===== config.mk =====
export PLATFORM = sky130hd
export DESIGN_NAME = simplez_loader
export DESIGN_NICKNAME = d
export VERILOG_FILES = /design/src/rtl/simplez_loader.sv
export SDC_FILE = /design/constraint.sdc
export NUM_CORES = 1
export LEC_CHECK = 0
export CORE_ASPECT_RATIO = 0.5
export CORE_MARGIN = 3
export CORE_UTILIZATION = 59
export CTS_BUF_LIST = sky130_fd_sc_hd__clkbuf_16
export CTS_CLUSTER_SIZE = 40
export DETAILED_ROUTE_END_ITERATION = 16
export HOLD_SLACK_MARGIN = 0.06
export PLACE_DENSITY = 0.86
export SETUP_SLACK_MARGIN = 0.3
export SLEW_MARGIN = 20
export SYNTH_ARGS = -nofsm -noshare
export SYNTH_HDL_FRONTEND = slang
export SYNTH_SLANG_ARGS = --single-unit

===== constraint.sdc =====
create_clock -name clk -period 6.23 [get_ports clk]
set_input_delay 1.246 -clock clk [delete_from_list [all_inputs] [get_ports clk]]
set_output_delay 1.246 -clock clk [all_outputs]
set_load 0.02 [all_outputs]

===== src/rtl/simplez_loader.sv =====
// Serial program loader: assembles 12-bit words from UART bytes, writes program RAM, holds the CPU in reset.
// Optional inter-byte timeout is compiled in with `define SIMPLEZ_LOADER_TIMEOUT_EN.
module simplez_loader #(
    parameter bit          BOOT_RUN  = 1'b1,
    parameter int          RAM_WORDS = 504,
    parameter logic [31:0] TIMEOUT   = 32'd1200000
) (
    input  logic       clk,
    input  logic       rstn,
    input  logic       rx_rcv,
    input  logic [7:0] rx_data,
    input  logic       ack_ready,
    output logic       ack_start,
    output logic [7:0] ack_data,
    output logic [8:0] mem_addr,
    output logic [11:0] mem_din,
    output logic       mem_we,
    output logic       cpu_rstn,
    output logic       busy,
    output logic       error
);
    typedef enum logic [2:0] {
        S_IDLE, S_LEN_H, S_LEN_L, S_DATA_H, S_DATA_L, S_WRITE, S_CSUM, S_ACK
    } state_t;

    localparam logic [9:0] MAX_LEN = 10'(RAM_WORDS);
    localparam logic [7:0] CH_L = 8'h4C;
    localparam logic [7:0] CH_K = 8'h4B;
    localparam logic [7:0] CH_E = 8'h45;

    state_t      state_q, state_d;
    logic [8:0]  len_q, len_d, addr_q, addr_d;
    logic [3:0]  hi_q, hi_d;
    logic [11:0] word_q, word_d;
    logic [7:0]  sum_q, sum_d, ack_data_q, ack_data_d;
    logic        ack_start_q, ack_start_d, cpu_rstn_q, cpu_rstn_d;
    logic        busy_q, busy_d, error_q, error_d, boot_q;
    logic        fail, tmo_hit;
    logic [8:0]  len_cat;

    assign len_cat = {len_q[8], rx_data};

`ifdef SIMPLEZ_LOADER_TIMEOUT_EN
    logic [31:0] tmo_q;
    logic        tmo_active;
    assign tmo_active = (state_q != S_IDLE) && (state_q != S_ACK);
    assign tmo_hit    = tmo_active && (tmo_q == TIMEOUT);

    always_ff @(posedge clk or negedge rstn) begin
        if (!rstn) begin
            tmo_q <= '0;
        end else if (!tmo_active || rx_rcv) begin
            tmo_q <= '0;
        end else begin
            tmo_q <= tmo_q + 32'd1;
        end
    end
`else
    logic unused_timeout;
    assign unused_timeout = ^TIMEOUT;
    assign tmo_hit = 1'b0;
`endif

    always_comb begin
        state_d     = state_q;
        len_d       = len_q;
        addr_d      = addr_q;
        hi_d        = hi_q;
        word_d      = word_q;
        sum_d       = sum_q;
        ack_data_d  = ack_data_q;
        ack_start_d = 1'b0;
        busy_d      = busy_q;
        error_d     = error_q;
        fail        = 1'b0;
        // The first clock after reset hands the CPU its boot-time run/halt choice.
        cpu_rstn_d  = boot_q ? cpu_rstn_q : BOOT_RUN;
        case (state_q)
            S_IDLE: if (rx_rcv && rx_data == CH_L) begin
                cpu_rstn_d = 1'b0;
                busy_d     = 1'b1;
                error_d    = 1'b0;
                addr_d     = '0;
                sum_d      = '0;
                state_d    = S_LEN_H;
            end
            S_LEN_H: if (rx_rcv) begin
                if (|rx_data[7:1]) fail = 1'b1;
                else begin
                    len_d   = {rx_data[0], 8'h00};
                    state_d = S_LEN_L;
                end
            end
            S_LEN_L: if (rx_rcv) begin
                if (len_cat == 9'd0 || {1'b0, len_cat} > MAX_LEN) fail = 1'b1;
                else begin
                    len_d   = len_cat;
                    state_d = S_DATA_H;
                end
            end
            S_DATA_H: if (rx_rcv) begin
                if (|rx_data[7:4]) fail = 1'b1;
                else begin
                    hi_d    = rx_data[3:0];
                    sum_d   = sum_q + rx_data;
                    state_d = S_DATA_L;
                end
            end
            S_DATA_L: if (rx_rcv) begin
                word_d  = {hi_q, rx_data};
                sum_d   = sum_q + rx_data;
                state_d = S_WRITE;
            end
            S_WRITE: begin
                addr_d  = addr_q + 9'd1;
                state_d = (addr_q + 9'd1 == len_q) ? S_CSUM : S_DATA_H;
            end
            S_CSUM: if (rx_rcv) begin
                state_d = S_ACK;
                if (rx_data == sum_q) ack_data_d = CH_K;
                else begin
                    ack_data_d = CH_E;
                    error_d    = 1'b1;
                end
            end
            S_ACK: if (ack_ready) begin
                ack_start_d = 1'b1;
                busy_d      = 1'b0;
                state_d     = S_IDLE;
                if (ack_data_q == CH_K) cpu_rstn_d = 1'b1;
            end
            default: state_d = S_IDLE;
        endcase
        if (fail || tmo_hit) begin
            ack_data_d = CH_E;
            error_d    = 1'b1;
            state_d    = S_ACK;
        end
    end

    always_ff @(posedge clk or negedge rstn) begin
        if (!rstn) begin
            state_q     <= S_IDLE;
            len_q       <= '0;
            addr_q      <= '0;
            hi_q        <= '0;
            word_q      <= '0;
            sum_q       <= '0;
            ack_data_q  <= '0;
            ack_start_q <= 1'b0;
            cpu_rstn_q  <= 1'b0;
            busy_q      <= 1'b0;
            error_q     <= 1'b0;
            boot_q      <= 1'b0;
        end else begin
            state_q     <= state_d;
            len_q       <= len_d;
            addr_q      <= addr_d;
            hi_q        <= hi_d;
            word_q      <= word_d;
            sum_q       <= sum_d;
            ack_data_q  <= ack_data_d;
            ack_start_q <= ack_start_d;
            cpu_rstn_q  <= cpu_rstn_d;
            busy_q      <= busy_d;
            error_q     <= error_d;
            boot_q      <= 1'b1;
        end
    end

    assign ack_start = ack_start_q;
    assign ack_data  = ack_data_q;
    assign mem_addr  = addr_q;
    assign mem_din   = word_q;
    assign mem_we    = (state_q == S_WRITE);
    assign cpu_rstn  = cpu_rstn_q;
    assign busy      = busy_q;
    assign error     = error_q;
endmodule


==> key figures <==
CTS
  – Worst skew pair latency: about 290 ps
  – Clock Sinks: 53
  – Clock transition at path regs: 70 ps
  – Post-CTS Resized: 0
  – Setup bufs post-CTS: 0
  – Hold_buf cts: 0
  – Clock root cell: clkbuf_16
  – H-Tree Depth: 2
  – CTS tree: yes
  – Clock Tree Buf Depth: 2
  – TritonCTS Buffers: 5

Finish
  – Final net count: 387
  – Share of cells above drive strength 1: around a tenth
  – Fill cells: 353
  – Area growth syn-to-layout: 18.1%
  – Antenna fix cells: 0

Drt
  – DRC Markers: 0
  – Routed vias: 2699
  – Final wirelength: 7400 um
  – Via-to-Cell Ratio: 6.19
  – Wire length per cell: 17.0 um
  – DR pass1 iterations: 5
  – Starting DRT DRC Count: 258
  – Final ANT Viol Nets: 0

Critical path
  – Slowest stage cell, crit path: dfrtp_1
  – Crit path required time: 4980 ps
  – Critical path buffers and inverters: 2
  – Critical path capture point type: primary output
  – Crit path max-delay family: buffers and inverters
  – Setup crit start kind: flip-flop
  – CP Max Fanout: 16
  – Path type of the worst setup path: flip-flop to primary output
  – CP arrival: 2720 ps
  – Slowest cell delay on critical path: 700 ps
  – Crit-path cells: nor2b_1 > nand2_1 > clkinv_1 > clkdlybuf4s50_1

Floorplan
  – Full die area: approximately 6300 sq um
  – Core ar.: 5020 sq um
  – Initial core utilization: between 60% and 70%
  – Die span in x: ~110 um
  – Io pins: 46
  – Row count: 18
  – Die Height: between 50 and 60 um

Synthesis
  – Synth area leaders: dfrtp_1 (42%), mux2_2 (6.1%), nand2_1 (4.9%)
  – Synth Register Bits: 53
  – Number of library cell types mapped by synthesis: 59
  – Post-Synth XOR/XNOR Area: about 3.9%
  – Post-synthesis sequential area ratio: 42.3%
  – Synth Area in Adders: 3.84%
  – Area fraction of the dominant cell type after synthesis: 42.3%
  – Mux cell area share after synthesis: 6.11%
  – Complex-gate fraction of the synthesized area: 16.7%
  – Syn Std Cell Area: 3130 sq um
  – Synth Area in Simple Gates: 21.5%
  – Post-synth EDFFs: 0
  – Syn avg cell area: roughly 9.4 sq um
  – Asr flop ratio synth: 100%
  – Combinational family with the most area after synthesis: simple AND/OR/NAND/NOR gates
  – Yosys warning count: 0
  – Post-Syn Instances: 334
  – Yosys top cell by area: dfrtp_1
  – Post-synth top flop: dfrtp_1

STA
  – Hold Vio Cnt, Final: 0
  – Tcrit/Tclk final: 63.7%
  – Final TNS setup: 0 ps
  – Clock skew: 3.35 ps
  – RSZ-0062 raised after global routing: false
  – Final Max Tran Viols: 0
  – Timing-limited maximum frequency: 0.252 GHz
  – Worst Tran Pin Value: a little under 700 ps
  – Final count of negative-setup-slack endpoints: 0
  – Setup ws final: approximately 2300 ps
  – Clock period minus worst slack: 3970 ps
  – Worst slew margin: a little over half

Global route
  – First-pass GRT wire length: about 13000 um
  – Vias in the first global route: 2654
  – GRT Total Usage: about a quarter
  – Global route overflow: 0
  – Largest net degree at the start of global routing: 54
  – Initial antenna violation count: 0

Pwr
  – Clock Power Share: 18.1%
  – Sw frac: 40.7%
  – PwrDens: 459 nW/um^2
  – Worst IR Drop VDD: 0.000250 V
  – Cell Int Power: 0.00101 W
  – Comb pwr share: 44.8%
  – P_leak: roughly 1.6 nW
  – Psw: 0.000691 W
  – Reg power frac: 37.1%

Run status
  – Outcome: finished clean

Placed design
  – Final GP Congestion: between 0.9 and 1
  – Setup WS pre-CTS: 2470 ps
  – Hpwl dp: 5060 um
  – Port Buffers: 42

Worst hold path
  – Hold/Removal Path Class: flip-flop to flip-flop

Job
  – # Max-Cap Violations: 0
## registers in the layout, summed over array words and instances (netlist names)
| register | count |
|---|---|
| sum_q | 8 |
| ack_data | 3 |
| len_q | 9 |
| state_q | 3 |
| boot_q | 1 |
| mem_addr | 9 |
| cpu_rstn | 1 |
| busy | 1 |
| ack_start | 1 |
| hi_q | 4 |
| error | 1 |
| mem_din | 12 |
## Yosys cell counts (2+ instances only)
cell	n
nor3b_1	2
o21a_1	3
o21ai_1	12
nand2_1	41
buf_2	2
or3_1	3
dfrtp_1	53
inv_1	12
and2_1	4
o211ai_1	2
mux2_2	17
o31ai_1	3
o22a_1	2
nor3_1	11
clkbuf_1	10
ha_1	8
nor2b_1	8
buf_4	6
xor2_1	9
conb_1	2
nor4_1	5
a21o_1	3
or4_1	2
o221ai_1	2
nand4_1	9
nand2b_1	3
nor2_1	18
nand3_1	8
xnor2_1	5
a21oi_1	12
o21bai_1	2
o21ai_0	23
and3_1	3
buf_6	2
o41ai_1	3
## worst paths after layout
check / slack, ps / startpoint / cells past startpoint / end
setup / recovery: 2260 / state_q[0] / 4 / mem_we
max in group asynchronous: 4720 / rstn / 2 / sum_q[0]
hold / removal: 500 / sum_q[0] / 2 / sum_q[0]
hold reg to reg: 500 / sum_q[0] / 2 / sum_q[0]
min in group asynchronous: 1060 / rstn / 2 / busy
setup reg to reg: 3720 / state_q[1] / 6 / state_q[0]
## through the flow
step,power [W],hold slack [ps],area [sq um],cells,utilization [%]
3_5_place_dp,0.00138,466,3540,429,70.5
2_1_floorplan,0.00115,454,3140,336,-
4_1_cts,0.00169,500,3700,436,73.6
6_report,0.00170,496,3700,436,73.6
5_1_grt,0.00182,524,3700,436,73.6
3_3_place_gp,0.00134,461,3540,429,70.5
## layer usage
layer / routed length (um) / global-route usage (%)
met5: 0 / 0
met1: 3390 / 36.7
met2: 3380 / 39.9
met4: 136 / 7.37
met3: 491 / 5.31
## cell usage in the layout (no fill, tap or decap), drive strengths merged, types with 2 or more instances in the layout
cell type	n
a21o	3
a21oi	12
a31oi	2
and2	5
and3	3
buf	3
clkbuf	5
clkdlybuf4s50	41
clkinv	2
conb	4
dfrtp	53
ha	8
inv	12
mux2	17
nand2	41
nand2b	3
nand3	8
nand4	9
nor2	18
nor2b	8
nor3	12
nor3b	3
nor4	6
o211ai	3
o21a	3
o21ai	36
o21bai	2
o221ai	2
o22a	2
o31ai	3
o41ai	3
or3	3
or4	2
xnor2	5
xor2	9
## kinds of logic (layout without fill, tap and decap cells)
kind of cell,after synthesis,in the layout
buf+inv,34,64
flops,53,53
simple gates,126,126
fa+ha+maj,9,9
mux,17,17
xor+xnor,14,14
compound gates,79,79
other cells,2,4
## tightest hold or removal path, cell delays in order, from the launching register on
cell and delay, ps:
dfrtp_1 350, nand2_1 50, o21ai_0 60
## power by group through the flow
stage	Combinational, W	Clock [W]	Sequential (W)
after floorplan	0.000533	0	0.000612
after global placement	0.000722	0	0.000619
final	0.000760	0.000307	0.000631
after detailed placement	0.000747	0	0.000631
after CTS	0.000757	0.000306	0.000627
after global routing	0.000836	0.000327	0.000653
## layout make-up
type	instances	area [sq um]	share of cell area, %
Tap cell	70	87.6	2.37
Clock inverter	2	35.0	0.947
Inverter	13	48.8	1.32
Timing Repair Buffer	44	430	11.6
Multi-Input combinational cell	249	1650	44.5
Clock buffer	5	125	3.38
Sequential cell	53	1330	35.9
Note: power is estimated with default switching activity, not from simulation.
